[src/rtl/moore_run_detector.sv]
// Moore run-length detector: z=1 while the qualified input has been active for
// >= RUN_LEN consecutive enabled samples. Optional macro DETECT_CNT_EN adds det_cnt.
module moore_run_detector #(
   parameter int RUN_LEN = 2,
   parameter int CNT_W   = 4
) (
   input  logic             Clock,
   input  logic             Resetn,
   input  logic             en,
   input  logic             clr,
   input  logic             pol,
   input  logic             w,
   output logic             z,
   output logic             rise,
`ifdef DETECT_CNT_EN
   output logic [15:0]      det_cnt,
`endif
   output logic [CNT_W-1:0] run_cnt
);

   if (RUN_LEN < 1 || RUN_LEN > (2**CNT_W) - 1) begin : g_bad_run_len
      $error("moore_run_detector: RUN_LEN out of range 1..2**CNT_W-1");
   end

   localparam logic [CNT_W-1:0] RUN_MAX = CNT_W'(RUN_LEN);
   localparam logic [CNT_W-1:0] ONE     = CNT_W'(1);

   typedef enum logic [1:0] {
      IDLE   = 2'b00,
      COUNT  = 2'b01,
      DETECT = 2'b10
   } state_t;

   state_t           state_q, state_d;
   logic [CNT_W-1:0] cnt_q, cnt_d;
   logic             rise_q, rise_d;
   logic             act;
   logic [CNT_W-1:0] cnt_inc;

   assign act     = w ^ pol;
   assign cnt_inc = cnt_q + ONE;

   always_comb begin
      state_d = state_q;
      cnt_d   = cnt_q;
      rise_d  = rise_q;
      if (clr) begin
         state_d = IDLE;
         cnt_d   = '0;
         rise_d  = 1'b0;
      end else if (en) begin
         rise_d  = 1'b0;
         state_d = IDLE;
         cnt_d   = '0;
         case (state_q)
            IDLE: begin
               if (act) begin
                  cnt_d   = ONE;
                  state_d = (RUN_MAX == ONE) ? DETECT : COUNT;
                  rise_d  = (RUN_MAX == ONE);
               end
            end
            COUNT: begin
               if (act) begin
                  cnt_d   = cnt_inc;
                  state_d = (cnt_inc == RUN_MAX) ? DETECT : COUNT;
                  rise_d  = (cnt_inc == RUN_MAX);
               end
            end
            DETECT: begin
               // Counter is pinned at RUN_LEN so it never wraps on long runs.
               if (act) begin
                  cnt_d   = RUN_MAX;
                  state_d = DETECT;
               end
            end
            default: begin
               state_d = IDLE;
               cnt_d   = '0;
            end
         endcase
      end
   end

   always_ff @(posedge Clock or negedge Resetn) begin
      if (!Resetn) begin
         state_q <= IDLE;
         cnt_q   <= '0;
         rise_q  <= 1'b0;
      end else begin
         state_q <= state_d;
         cnt_q   <= cnt_d;
         rise_q  <= rise_d;
      end
   end

`ifdef DETECT_CNT_EN
   logic [15:0] det_cnt_q, det_cnt_d;

   // Counts entries into DETECT, i.e. the same events that raise rise.
   always_comb begin
      det_cnt_d = det_cnt_q;
      if (clr)
         det_cnt_d = '0;
      else if (en && rise_d && det_cnt_q != 16'hFFFF)
         det_cnt_d = det_cnt_q + 16'd1;
   end

   always_ff @(posedge Clock or negedge Resetn) begin
      if (!Resetn) det_cnt_q <= '0;
      else         det_cnt_q <= det_cnt_d;
   end

   assign det_cnt = det_cnt_q;
`endif

   assign z       = (state_q == DETECT);
   assign rise    = rise_q;
   assign run_cnt = cnt_q;

endmodule

[config.mk]
export PLATFORM = sky130hd
export DESIGN_NAME = moore_run_detector
export DESIGN_NICKNAME = d
export VERILOG_FILES = /design/src/rtl/moore_run_detector.sv
export SDC_FILE = /design/constraint.sdc
export NUM_CORES = 1
export LEC_CHECK = 0
export ABC_CLOCK_PERIOD_IN_PS = 2850
export BUFFER_PORTS_ARGS = -buffer_cell sky130_fd_sc_hd__buf_2
export CORE_AREA = 5 5 42 44
export CTS_BUF_LIST = sky130_fd_sc_hd__clkbuf_16
export CTS_CLUSTER_SIZE = 24
export DETAILED_ROUTE_END_ITERATION = 10
export DIE_AREA = 0 0 47 49
export GPL_TIMING_DRIVEN = 0
export PLACE_DENSITY = 0.55
export SYNTH_ARGS = -nofsm -noshare
export SYNTH_HDL_FRONTEND = slang
export SYNTH_SLANG_ARGS = --single-unit
[constraint.sdc]
create_clock -name Clock -period 2.85 [get_ports Clock]
set_clock_uncertainty 0.05 [all_clocks]
set_input_delay 0.7125 -clock Clock [delete_from_list [all_inputs] [get_ports Clock]]
set_output_delay 0.7125 -clock Clock [all_outputs]
set_load 0.02 [all_outputs]
# [After elaboration in Yosys (flattened, before gate mapping)]
# Index checks and enable logic that the tools add are counted.
[totals] in_bits=6 ff_bits=7 word_cells=27
[op_classes] n_mux=17 reduce_logical=2 eq_ne=3 n_addsub=1 n_bitwise=1
[op_table] operator="2-to-1 mux 2 bit" n=6
[op_table] operator="2-to-1 mux 4 bit" n=3
[op_table] operator="one-hot mux 4 bit (3 select lines)" n=1
[op_table] operator="2-to-1 mux 1 bit" n=6
[op_table] operator="one-hot mux 2 bit (3 select lines)" n=1
[op_table] operator="adder 4 x 1 -> 4 bit (second input constant)" n=1
[op_table] operator="equality test 4 x 2 -> 1 bit (second input constant)" n=1
[op_table] operator="equality test 2 x 1 -> 1 bit (second input constant)" n=1
[op_table] operator="equality test 2 bit (second input constant)" n=1
[op_table] operator="zero test 2 bit" n=1
[op_table] operator="nonzero test 2 bit" n=1
[op_table] operator="bitwise XOR 1 bit" n=1

# [Logic depth before layout (Yosys ltp)]
[logic_depth] ltp_word=7 depth_mapped=5 ltp_nobuf=5

# [Least setup slack after synthesis]
# OpenSTA, ideal clock, no wires.
[synth_timing] path_kind="reg-to-output" from="register state_q[0]" to="output port z" path_buffers=0 arrival_time_ns=0.771 t_required_ns=2.088 stages_incl_launch_ff=2 slack_ns=1.316 cell_sequence="dfrtp_1 nor2b_1"
[synth_via] elab_chain_len=1
[synth_lines] element="start, declared" line_no="34" rtl="state_t state_q, state_d;"
[synth_lines] element="start signal, assigned" line_no="91" rtl="state_q <= state_d;"
[synth_lines] element="equality test 2 bit" line_no="117" rtl="assign z = (state_q == DETECT);"
[synth_lines] element="end, declared" line_no="13" rtl="output logic z,"
# Every way passes these cells.

# [Final worst setup path]
# Same ends and word-level chain as after synthesis.

==> metrics.md <==
| Metric | Value |
|---|---|
| Run status | finished, final reports clean |
| Worst path required time | 2090 ps |
| Compound-Gate Fraction of Synth Area | 0.182 |
| Synthesized area | 425 µm² |
| RSZ-0062 raised after global routing | no |
| Cells after Synth | 41 |
| Worst min path class | input port to asynchronous set/reset pin |
| Setup Viol. Count Final | 0 |
| Sequential area share after synthesis | 0.412 |
| CTS Hold Bufs | 0 |
| Worst-Margin Slew | 364 ps |
| Post-Synthesis Net Count | 49 |
| Multiplexer share of the synthesized area | 0.0235 |
| Fin. max-slew vios | 0 |
| Number of enable flip-flop cells after synthesis | 0 |
| Bufs and invs on worst path | 1 |
| GRT overflow | 0 |
| Ant. Diodes | 0 |
| Die Span Y | 49 µm |
| Via count | 355 |
| Post-CTS Resized | 0 |
| Top delay family on crit path | flip-flops |
| Die X | 47 µm |
| Clock transition at path regs | 40 ps |
| Critical Path Fanout Max | 5 |
| Worst path cell trace | nor2b_1 -> buf_2 |
| Setup CP Type | flip-flop to output pin |
| Synth Register Bits | 7 |
| GP Congestion | 0.699 |
| Commonest non-fill, non-tap cell in the layout | buf_2 |
| Filler cells | 146 |
| Total Routed Length | 923 µm |
| Share of cells above drive strength 1 | 0.321 |
| GRT Util Overall | 0.0979 |
| CTS buffer count | 3 |
| Post-route minimum period | 1800 ps |
| Crit path launch | state_q[0] |
| Pre-antenna DRT Iters | 3 |
| Initial antenna violation count | 0 |
| DP Area | 500 µm² |
| Async SR Flop Fraction | 1.00 |
| Number of placed cells counting well taps | 68 |
| Slew HR | 0.754 |
| Area Growth Syn to Fin | 36.2% |
| Top_reg_cell synth | dfrtp_1 |
| Worst path slowest cell | dfrtp_1 |
| Largest family of logic cells by synthesized area | simple AND/OR/NAND/NOR gates |
| Count of cell types in the netlist | 25 |
| Tot Pwr | 377 µW |
| Worst hold slack | 262 ps |
| Avg Cell Area, Syn | 10.4 µm² |
| Vias per std cell | 4.93 |
| Fraction of the mapped netlist area in adder cells | 0.0588 |
| Simple-Gate Fraction of Synth Area | 0.226 |
| Worst Path Arrival | 1040 ps |
| Worst ir drop on vdd | 0.327 mV |
| Final setup TNS | 0 ps |
| Initial Util | 0.304 |
| First-pass GRT wire length | 1640 µm |
| H-tree depth | 1 |
| Crit start category | flip-flop |
| YS warnings | 0 |
| Drt wl/cell | 12.8 µm |
| Most frequent cells in the layout | buf_2 (11), dfrtp_1 (7), nand2_1 (4) |
| Power density over the cells | 651 mW/mm² |
| Max Fclk | 556 MHz |
| # rows | 14 |
| Root Driver | clkbuf_16 |
| Sink Count | 7 |
| Final Hold Fails | 0 |
| Nets | 65 |
| Longest Clk Path Bufs | 2 |
| Critical Path Max Stage Delay | 420 ps |
| Layout Cells excl Fill | 72 |
| Post-CTS setup buffer count | 0 |
| Reg2Reg Launch Point | run_cnt[0] |
| 1st-iter DRT viols | 6 |
| Final ANT Viol Nets | 0 |
| Maxcap violations | 0 |
| Hpwl dp | 707 µm |
| CTS tree | yes |
| Core ar. | 0.00140 mm² |
| Worst-Skew Late Latency | 230 ps |
| Fin crit share | 0.631 |
| CP endpoint kind | output pin |
| Synth Area in XOR/XNOR | 0.0794 |
| Die Area | 0.00230 mm² |
| Static Leakage | 0.000286 µW |
| Vias in the first global route | 362 |
| # IOs | 12 |
| Port bufs | 11 |
| Drc violations | 0 |
| Pin count of the biggest net entering global routing | 8 |
| Finished Cell Area | 579 µm² |
## state kept, by name (all words and copies together), names as in the netlist
name	count
run_cnt	4
state_q	2
rise	1
## synthesized netlist by cell type (2+ instances only)
master    n  area [µm²]
dfrtp_1   7         175
nor2_1    2        7.51
xor2_1    2        17.5
nand2_1   4        15.0
ha_1      2        25.0
inv_1     2        7.51
o21ai_0   2        10.0
o22ai_1   2        12.5
nand2b_1  2        12.5
## final timing paths
kind | slack, ps | endpoint | depth (start not counted)
worst max-delay path | 1050 | z | 2
worst min-delay path | 260 | run_cnt[0] | 1
worst max register to register | 1290 | state_q[0] | 4
worst min register to register | 430 | rise | 2
max in group asynchronous | 2330 | run_cnt[1] | 1
min in group Clock | 430 | rise | 2
## worst register-to-register path: stages, from the launching register on
cell and delay, ps:
dfrtp_1 450, ha_1 270, nor4b_1 300, a41oi_1 130
a21bo_1 240
## metrics by stage
stage	utilization	setup slack, ps
global route	0.413	1010
floorplan	-	1320
finish	0.413	1050
detailed placement	0.357	1160
CTS	0.413	1060
global placement	0.357	1150
## cell type report
cell class | count | area (µm²) | share of cell area
clock inverters | 1 | 3.75 | 0.00648
multi-input cells | 32 | 243 | 0.419
clock buffers | 3 | 75.1 | 0.130
well taps | 16 | 20.0 | 0.0346
inverters | 2 | 7.51 | 0.0130
flip-flops and latches | 7 | 175 | 0.302
repair buffers | 11 | 55.1 | 0.0950
## routing by layer
layer | vias to the layer above | global-route usage | routed length (µm)
met3 | 2 | 0.0332 | 41
met5 | - | 0 | 0
met2 | 9 | 0.136 | 448
li1 | 180 | - | -
met4 | 0 | 0.0415 | 13
met1 | 164 | 0.135 | 420
## power by group
group          internal [µW]  switching [µW]  total (µW)
logic                   13.8            17.2        31.0
registers                103            5.34         109
clock network            183            54.9         238
## kinds of logic (layout without fill, tap and decap cells)
logic type	count (synthesis)	in the layout
multiplexers	1	1
adder cells (fa/ha/maj)	2	2
flip-flops	7	7
XOR/XNOR	3	3
AO/OA/AOI/OAI	11	11
AND/OR/NAND/NOR	15	15
buffers and inverters	2	17
Note: power is estimated with default switching activity, not from simulation.
